$ cat src/rtl/load_ext_unit_pkg.sv
// Shared definitions for the MEM-stage load unit: load-op encodings and FSM states.
package load_ext_unit_pkg;

  typedef enum logic [2:0] {
    LD_B  = 3'b000,
    LD_H  = 3'b001,
    LD_W  = 3'b010,
    LD_D  = 3'b011,
    LD_BU = 3'b100,
    LD_HU = 3'b101,
    LD_WU = 3'b110
  } ld_op_e;

  typedef enum logic [1:0] {
    S_IDLE  = 2'b00,
    S_WAIT  = 2'b01,
    S_DRAIN = 2'b10,
    S_RESP  = 2'b11
  } state_e;

endpackage

$ cat src/rtl/load_ext_unit_lane_ext.sv
// Lane selection and sign/zero extension of a DRAM word, with alignment/op legality check.
module load_lane_ext
  import load_ext_unit_pkg::*;
#(
  parameter int  DATA_W = 32,
  localparam int OFF_W  = $clog2(DATA_W / 8)
) (
  input  logic [DATA_W-1:0] rdata,
  input  logic [OFF_W-1:0]  offset,
  input  ld_op_e            op,
  output logic [DATA_W-1:0] data,
  output logic              illegal
);

  logic [DATA_W-1:0] lane;

  // Aligned accesses only reach the data path, so shifting by the byte offset
  // lands every lane at bit 0.
  assign lane = rdata >> {offset, 3'b000};

  always_comb begin
    // NOTE: every output gets a default first so no path through the case infers a latch.
    data    = '0;
    illegal = 1'b0;
    case (op)
      LD_B:  data = DATA_W'($signed(lane[7:0]));
      LD_BU: data = DATA_W'(lane[7:0]);
      LD_H: begin
        illegal = offset[0];
        data    = DATA_W'($signed(lane[15:0]));
      end
      LD_HU: begin
        illegal = offset[0];
        data    = DATA_W'(lane[15:0]);
      end
      LD_W: begin
        illegal = |offset[1:0];
        data    = DATA_W'($signed(lane[31:0]));
      end
      LD_WU: begin
        illegal = (DATA_W != 64) || (|offset[1:0]);
        data    = DATA_W'(lane[31:0]);
      end
      LD_D: begin
        illegal = (DATA_W != 64) || (|offset);
        data    = lane;
      end
      default: illegal = 1'b1;
    endcase
  end

endmodule

$ cat src/rtl/load_ext_unit.sv
// MEM-stage load unit: issues an aligned DRAM read, waits for the response,
// extends the selected lane and hands it to WB with a valid/ready handshake.
module load_ext_unit
  import load_ext_unit_pkg::*;
#(
  parameter int DATA_W = 32,
  parameter int ADDR_W = 32,
  parameter int RD_W   = 5
) (
  input  logic              cpu_clk,
  input  logic              cpu_rstn,
  input  logic              req_valid,
  output logic              req_ready,
  input  logic [ADDR_W-1:0] req_addr,
  input  logic [2:0]        req_op,
  input  logic [RD_W-1:0]   req_rd,
  input  logic              flush,
  output logic              dram_req,
  output logic [ADDR_W-1:0] dram_addr,
  input  logic              dram_rvalid,
  input  logic [DATA_W-1:0] dram_rdata,
  output logic              res_valid,
  input  logic              res_ready,
  output logic [DATA_W-1:0] res_data,
  output logic [RD_W-1:0]   res_rd,
  output logic              res_exc,
  output logic              busy
);

  localparam int OFF_W = $clog2(DATA_W / 8);

  state_e            state_q, state_d;
  logic [OFF_W-1:0]  off_q, lane_off;
  ld_op_e            op_q, lane_op;
  logic [DATA_W-1:0] lane_data;
  logic              lane_illegal;
  logic              accept;

  assign req_ready = (state_q == S_IDLE) && !flush;
  assign accept    = req_valid && req_ready;

  // One extender serves both jobs: legality of the incoming request while idle,
  // and extension of the returning data using the latched offset/op otherwise.
  assign lane_off = (state_q == S_IDLE) ? req_addr[OFF_W-1:0] : off_q;
  assign lane_op  = (state_q == S_IDLE) ? ld_op_e'(req_op) : op_q;

  load_lane_ext #(.DATA_W(DATA_W)) u_lane (
    .rdata   (dram_rdata),
    .offset  (lane_off),
    .op      (lane_op),
    .data    (lane_data),
    .illegal (lane_illegal)
  );

  assign dram_req  = accept && !lane_illegal;
  assign dram_addr = dram_req ? {req_addr[ADDR_W-1:OFF_W], {OFF_W{1'b0}}} : '0;
  assign res_valid = (state_q == S_RESP);
  assign busy      = (state_q != S_IDLE);

  always_comb begin
    state_d = state_q;
    case (state_q)
      S_IDLE:  if (accept) state_d = lane_illegal ? S_RESP : S_WAIT;
      S_WAIT: begin
        // A flush coinciding with the response has nothing left to absorb.
        if (flush)            state_d = dram_rvalid ? S_IDLE : S_DRAIN;
        else if (dram_rvalid) state_d = S_RESP;
      end
      S_DRAIN: if (dram_rvalid) state_d = S_IDLE;
      S_RESP:  if (res_ready || flush) state_d = S_IDLE;
      default: state_d = S_IDLE;
    endcase
  end

  always_ff @(posedge cpu_clk) begin
    // NOTE: sequential state uses non-blocking assignments so all registers update together.
    if (!cpu_rstn) begin
      state_q  <= S_IDLE;
      off_q    <= '0;
      op_q     <= LD_B;
      res_data <= '0;
      res_rd   <= '0;
      res_exc  <= 1'b0;
    end else begin
      state_q <= state_d;
      if (accept) begin
        off_q    <= req_addr[OFF_W-1:0];
        op_q     <= ld_op_e'(req_op);
        res_rd   <= req_rd;
        res_exc  <= lane_illegal;
        res_data <= '0;
      end else if (state_q == S_WAIT && dram_rvalid && !flush) begin
        res_data <= lane_data;
      end
    end
  end

endmodule

$ cat config.mk
export PLATFORM = sky130hd
export DESIGN_NAME = load_ext_unit
export DESIGN_NICKNAME = d
export VERILOG_FILES = /design/src/rtl/load_ext_unit_pkg.sv /design/src/rtl/load_ext_unit_lane_ext.sv /design/src/rtl/load_ext_unit.sv
export SDC_FILE = /design/constraint.sdc
export NUM_CORES = 1
export LEC_CHECK = 0
export CORE_MARGIN = 1.5
export CORE_UTILIZATION = 38
export CTS_CLUSTER_SIZE = 25
export DETAILED_ROUTE_END_ITERATION = 8
export PLACE_DENSITY = 0.79
export RECOVER_POWER = 100
export SYNTH_ARGS = -nofsm -noshare
export SYNTH_HDL_FRONTEND = slang
export SYNTH_HIERARCHICAL = 1
export SYNTH_SLANG_ARGS = --single-unit
$ cat constraint.sdc
create_clock -name cpu_clk -period 10.3 [get_ports cpu_clk]
set_input_delay 3.09 -clock cpu_clk [delete_from_list [all_inputs] [get_ports cpu_clk]]
set_output_delay 3.09 -clock cpu_clk [all_outputs]
set_load 0.01 [all_outputs]
---- After elaboration in Yosys (flattened, before gate mapping) ----
Index checks and enable logic that the tools add are counted.
operators by class
  equal/unequal tests ..................... 13
  shift-type cells ........................ 1
  mux-type cells .......................... 13
  bitwise operators ....................... 1
  reduce and logical (&&, ||, !) cells .... 17
operators by type and width
  cell                  count
  $pmux W32 S5          1
  $mux W32              1
  $shr A32 B5 Y32       1
  $mux W2               8
  $eq A3 B3 Y1 const B  3
  $pmux W2 S4           1
  $reduce_or A2 Y1      4
  $eq A3 B2 Y1 const B  2
  $logic_and A1 B1 Y1   5
  $eq A2 B2 Y1 const B  2
  $ne A2 B2 Y1 const B  2
  $reduce_and A4 Y1     1
  $eq A3 B1 Y1 const B  1
  $logic_not A3 Y1      1
  $mux W3               1
  $ne A3 B3 Y1 const B  1
  $pmux W1 S3           1
  $reduce_or A3 Y1      1
  $eq A2 B1 Y1 const B  1
  $logic_not A1 Y1      2
  $logic_not A2 Y1      1
  $ne A2 B1 Y1 const B  1
  $reduce_bool A2 Y1    1
  $logic_or A1 B1 Y1    1
  $not A1 Y1            1
storage, ports and cells
  register bits after elaboration ......... 45
  input port bits ......................... 78
  output and inout bits ................... 74
  logic and storage cells ................. 51

---- Depth between registers and ports, before layout ----
  depth after elaboration ................. 8
  mapped depth ............................ 10
  mapped depth without buffers ............ 7

---- Cells and area by module ----
Netlist, hierarchy kept.
by module, submodules not included
  module         instances  cells each  area each (µm²)  sequential area each (µm²)
  load_ext_unit  1          254         2058.2           900.9
  load_lane_ext  1          109         810.8            0.0

---- Worst setup path before layout ----
OpenSTA, ideal clock, no wires.
  kind .................................... input to output
  from .................................... in req_addr[1]
  to ...................................... out dram_addr[22]
  arrival time ............................ 4.594 ns
  data required time ...................... 7.210 ns
  slack ................................... 2.616 ns
  stages .................................. 8
  buffers on the path ..................... 3
  path through ............................ mux2_2 -> buf_6 -> buf_2 -> o31a_1 -> o22a_1 -> nor2_2 -> buf_2 -> and2_1
on the way
  cells in the longest elaborated chain, start to end .. 6
ends and longest elaborated chain
  element              RTL line                      text
  from (decl)          load_ext_unit.sv:14           input logic [ADDR_W-1:0] req_addr,
  $mux W2              load_ext_unit.sv:44           assign lane_off = (state_q == S_IDLE) ? req_addr[OFF_W-1:0] : off_q;
  $reduce_or A2 Y1     load_ext_unit_lane_ext.sv:37  illegal = |offset[1:0];
  $pmux W1 S3          load_ext_unit_lane_ext.sv:25  case (op)
  net lane_illegal     load_ext_unit.sv:36           logic lane_illegal;
  $logic_not A1 Y1     load_ext_unit.sv:55           assign dram_req = accept && !lane_illegal;
  $logic_and A1 B1 Y1  load_ext_unit.sv:55
  net dram_req         load_ext_unit.sv:18           output logic dram_req,
  $mux W32             load_ext_unit.sv:56           assign dram_addr = dram_req ? {req_addr[ADDR_W-1:OFF_W], {OFF_W{1'b0}}} : '0;
  to (decl)            load_ext_unit.sv:19           output logic [ADDR_W-1:0] dram_addr,
The timed path passes the listed nets, and every way through them passes these cells.

---- Final worst setup path ----
  from .................................... in req_addr[1]
  to ...................................... out dram_addr[8]
on the way
  cells in the longest elaborated chain, start to end .. 6
ends and longest elaborated chain
  element              RTL line                      text
  $mux W2              load_ext_unit.sv:44
  net lane_off[1]      load_ext_unit.sv:33           logic [OFF_W-1:0] off_q, lane_off;
  $reduce_or A2 Y1     load_ext_unit_lane_ext.sv:37
  $pmux W1 S3          load_ext_unit_lane_ext.sv:25
  net lane_illegal     load_ext_unit.sv:36
  $logic_not A1 Y1     load_ext_unit.sv:55
  $logic_and A1 B1 Y1  load_ext_unit.sv:55
  $mux W32             load_ext_unit.sv:56
The timed path passes the listed nets, and every way through them passes these cells.

==> results.py <==
metrics = {
    "synthesis": {
        "synth_common_cells": "nand2_1 (93), dfxtp_1 (45), and2_1 (32)",
        "async_flop_share_pct": 0,
        "synth_seq_cells": 45,
        "yosys.area.top_type_share_pct": 31.4,
        "syn-instance-count": 363,
        "synth.distinct_cells": 44,
        "yosysMostFrequentCell": "nand2_1",
        "yosysTopAreaCell": "dfxtp_1",
        "seq_area_frac_synth_pct": 31.4,
        "synth_area_leaders": "dfxtp_1 (31%), nand2_1 (12%), and2_1 (7.0%)",
        "synth_ff_type": "dfxtp_1",
        "ys_warn_count": 6,
        "synth_edf_count": 0,
        "syn_avg_cell_area_um2": 7.90,
        "syn_area_um2": 2870,
    },
    "pwr": {
        "power_density_nw_per_um2": 109,
        "swShare_pct": 31.8,
        "pwr-share-comb_pct": 37.0,
        "power_frac_seq_pct": 38.8,
        "power.switching_w": 0.000149,
        "p_int_w": 0.000320,
        "irDropWorstVdd_uv": 61.3,
        "p_leak_nw": 1.67,
        "clockPowerShare_pct": 24.2,
    },
    "clocking": {
        "cts_resized": 0,
        "post_cts_buffers": 0,
        "hold_buffers": 0,
        "cts_tree": "done",
        "clock_path_buffers": 2,
        "cts.sinks": 45,
        "numCtsBuffers": 5,
        "cts_root_buf": "clkbuf_8",
        "clk_latency_ps": 300,
        "htreeDepth": 2,
        "clk_pin_slew_ps": 80,
    },
    "worst_setup_path": {
        "regToRegStartpoint": "state_q[1]",
        "crit_path_max_incr_delay_ps": 730,
        "path_cells": "dlygate4sd3_1 > mux2_1 > o31a_1 > o22a_1 > nor2_2 > and2_1 > dlygate4sd3_1",
        "crit_slowest_cell": "mux2_1",
        "cp_max_fo": 31,
        "crit_type": "in -> out",
        "r2r-end": "res_data[24]",
        "setup.worst_path.end_class": "primary output",
        "crit_top_cell": "dlygate4sd3_1",
        "setup.worst_path.start_class": "primary input",
        "cp.arrival_ps": 6510,
        "rrSetupSlack_ps": 6700,
        "crit_required_ps": 7210,
        "rr_worst_depth": 7,
        "critical_path.top_delay_family": "buffers and inverters",
        "crit_buf_inv": 2,
    },
    "global_routing": {
        "grt_pass1_wl_um": 14100,
        "grt_pass1_vias": 2860,
        "overflow": 0,
        "grt_start_max_net_pins": 38,
        "antenna_found_initial": 0,
        "grtUsageTotal_pct": 21.1,
    },
    "timing": {
        "grt_setup_unrepaired": "no",
        "skew_ps": 8.40,
        "relSlewSlack_pct": -1.76,
        "fin_crit_sh_pct": 93.2,
        "maxSlewViolCount": 33,
        "hold_viol_final": 0,
        "fmax_ghz": 0.104,
        "setup_tns_ps": 0,
        "fin_crit_ps": 9600,
        "setup-violations-final": 0,
        "tightest_slew_ps": 1530,
    },
    "flow_run": {
        "drv_cap": 1,
    },
    "route": {
        "dr.pass1.iters": 4,
        "vias": 3013,
        "vias_per_cell": 5.11,
        "antenna_left": 0,
        "wl_per_cell_um": 14.7,
        "wl_um": 8680,
        "drc": 0,
        "drt_iter0_markers": 175,
    },
    "placed_design": {
        "dp.cells": 582,
        "gp_congestion": 0.907,
        "io_buffers": 149,
        "post-dp-hpwl_um": 6490,
    },
    "floorplanning": {
        "start_util_pct": 39.3,
        "boundaryPins": 152,
        "die_w_um": 89.9,
        "die_h_um": 89.9,
        "core-area_um2": 7290,
        "rows": 31,
        "die_area_um2": 8080,
    },
    "worst_hold_path": {
        "hold_depth": 2,
        "hold_end": "off_q[1]",
        "min_from": "off_q[1]",
        "hp-class": "reg -> reg",
    },
    "status": {
        "violations": "capacitance limit, slew limit",
        "status": "finished with violations",
    },
    "layout": {
        "finalNonFillerCells": 590,
        "area_growth_pct": 50.7,
        "fin_nets": 568,
        "n_antenna_cell": 0,
        "layout-drive-gt1-share_pct": 5.50,
    },
}
[area by class of cell]
| type | count | area [um2] |
|---|---|---|
| clock buffer | 6 | 82.6 |
| sequential | 45 | 901 |
| clock inverter | 2 | 13.8 |
| inverter | 9 | 33.8 |
| timing repair buffer | 150 | 1500 |
| fill | 688 | 2970 |
| tap | 99 | 124 |
| multi-input combinational | 279 | 1670 |
[routing by layer]
| layer | global-route usage [%] | part of all wire (%) | up-vias |
|---|---|---|---|
| met5 | 0 | 0 | - |
| met4 | 5.95 | 1.6 | 0 |
| met3 | 5.84 | 8.0 | 11 |
| met2 | 35.0 | 47 | 120 |
| met1 | 26.9 | 43 | 1393 |
| li1 | - | - | 1489 |
[cell usage in the layout (no fill, tap or decap), types with 2 or more instances in the layout]
master           count
o21ai_0              9
and2_1              18
a211oi_1            14
nand2_1             93
a21oi_2              4
nor3b_1              2
dlygate4sd3_1       48
clkdlybuf4s50_1    101
o22ai_1             16
clkbuf_8             6
a21boi_0             9
mux2_1               2
mux2i_1             16
conb_1               2
inv_1                9
a21oi_1             30
and2b_1              3
nand3b_1             3
a21boi_1             2
and2_0              14
a2bb2oi_1            7
nor2_1               4
dfxtp_1             45
nor2b_1             10
mux2_2               4
[per-stage QoR]
stage | hold WS [ps] | utilization [%] | worst slack (ps) | power (W) | cell area [um2]
final | 456 | 59.3 | 699 | 0.000470 | 4320
after global routing | 473 | 59.3 | 496 | 0.000496 | 4320
after CTS | 461 | 60.1 | 1160 | 0.000478 | 4380
after detailed placement | 448 | 58.8 | 1180 | 0.000363 | 4290
after global placement | 439 | 58.8 | 1250 | 0.000361 | 4290
after floorplan | 433 | - | 2620 | 0.000300 | 2870
[flip-flops by register name, summed over array words and instances (netlist names)]
| name | flops |
|---|---|
| off_q | 2 |
| op_q | 3 |
| res_data | 32 |
| res_exc | 1 |
| res_rd | 5 |
| state_q | 2 |
[logic make-up after synthesis]
family	Yosys count	share of synthesized area (%)
DFF	45	31.4
xor gates and xnor gates	1	0.305
buffers and inverters	40	8.46
muxes	24	9.38
and+or+nand+nor	155	26.3
AOI/OAI and AO/OA	97	24.0
other	1	0.131
[how the worst max path moves through the flow]
stage	slack, ps	endpoint	cells after the start	from
2_1_floorplan	2620	dram_addr[22]	8	req_addr[1]
3_5_place_dp	1180	dram_addr[13]	7	req_addr[1]
4_1_cts	1160	dram_addr[30]	7	req_addr[1]
5_1_grt	500	dram_addr[6]	7	req_addr[1]
6_report	700	dram_addr[8]	7	req_addr[1]
3_3_place_gp	1250	dram_addr[20]	7	req_addr[1]
[worst register-to-register path, delay by kind of cell (launching register included)]
kind               cells  cell delay, ps
AOI/OAI and AO/OA      2             310
muxes                  2            1370
DFF                    1             400
and+or+nand+nor        3            1400
[power by group through the flow]
stage / logic [W] / registers [W] / clock network, W
2_1_floorplan: 0.000114 / 0.000186 / 0
3_3_place_gp: 0.000175 / 0.000187 / 0
3_5_place_dp: 0.000177 / 0.000187 / 0
4_1_cts: 0.000178 / 0.000183 / 0.000118
5_1_grt: 0.000188 / 0.000183 / 0.000125
6_report: 0.000174 / 0.000182 / 0.000114
No activity file was read; power rests on OpenSTA's default activity.
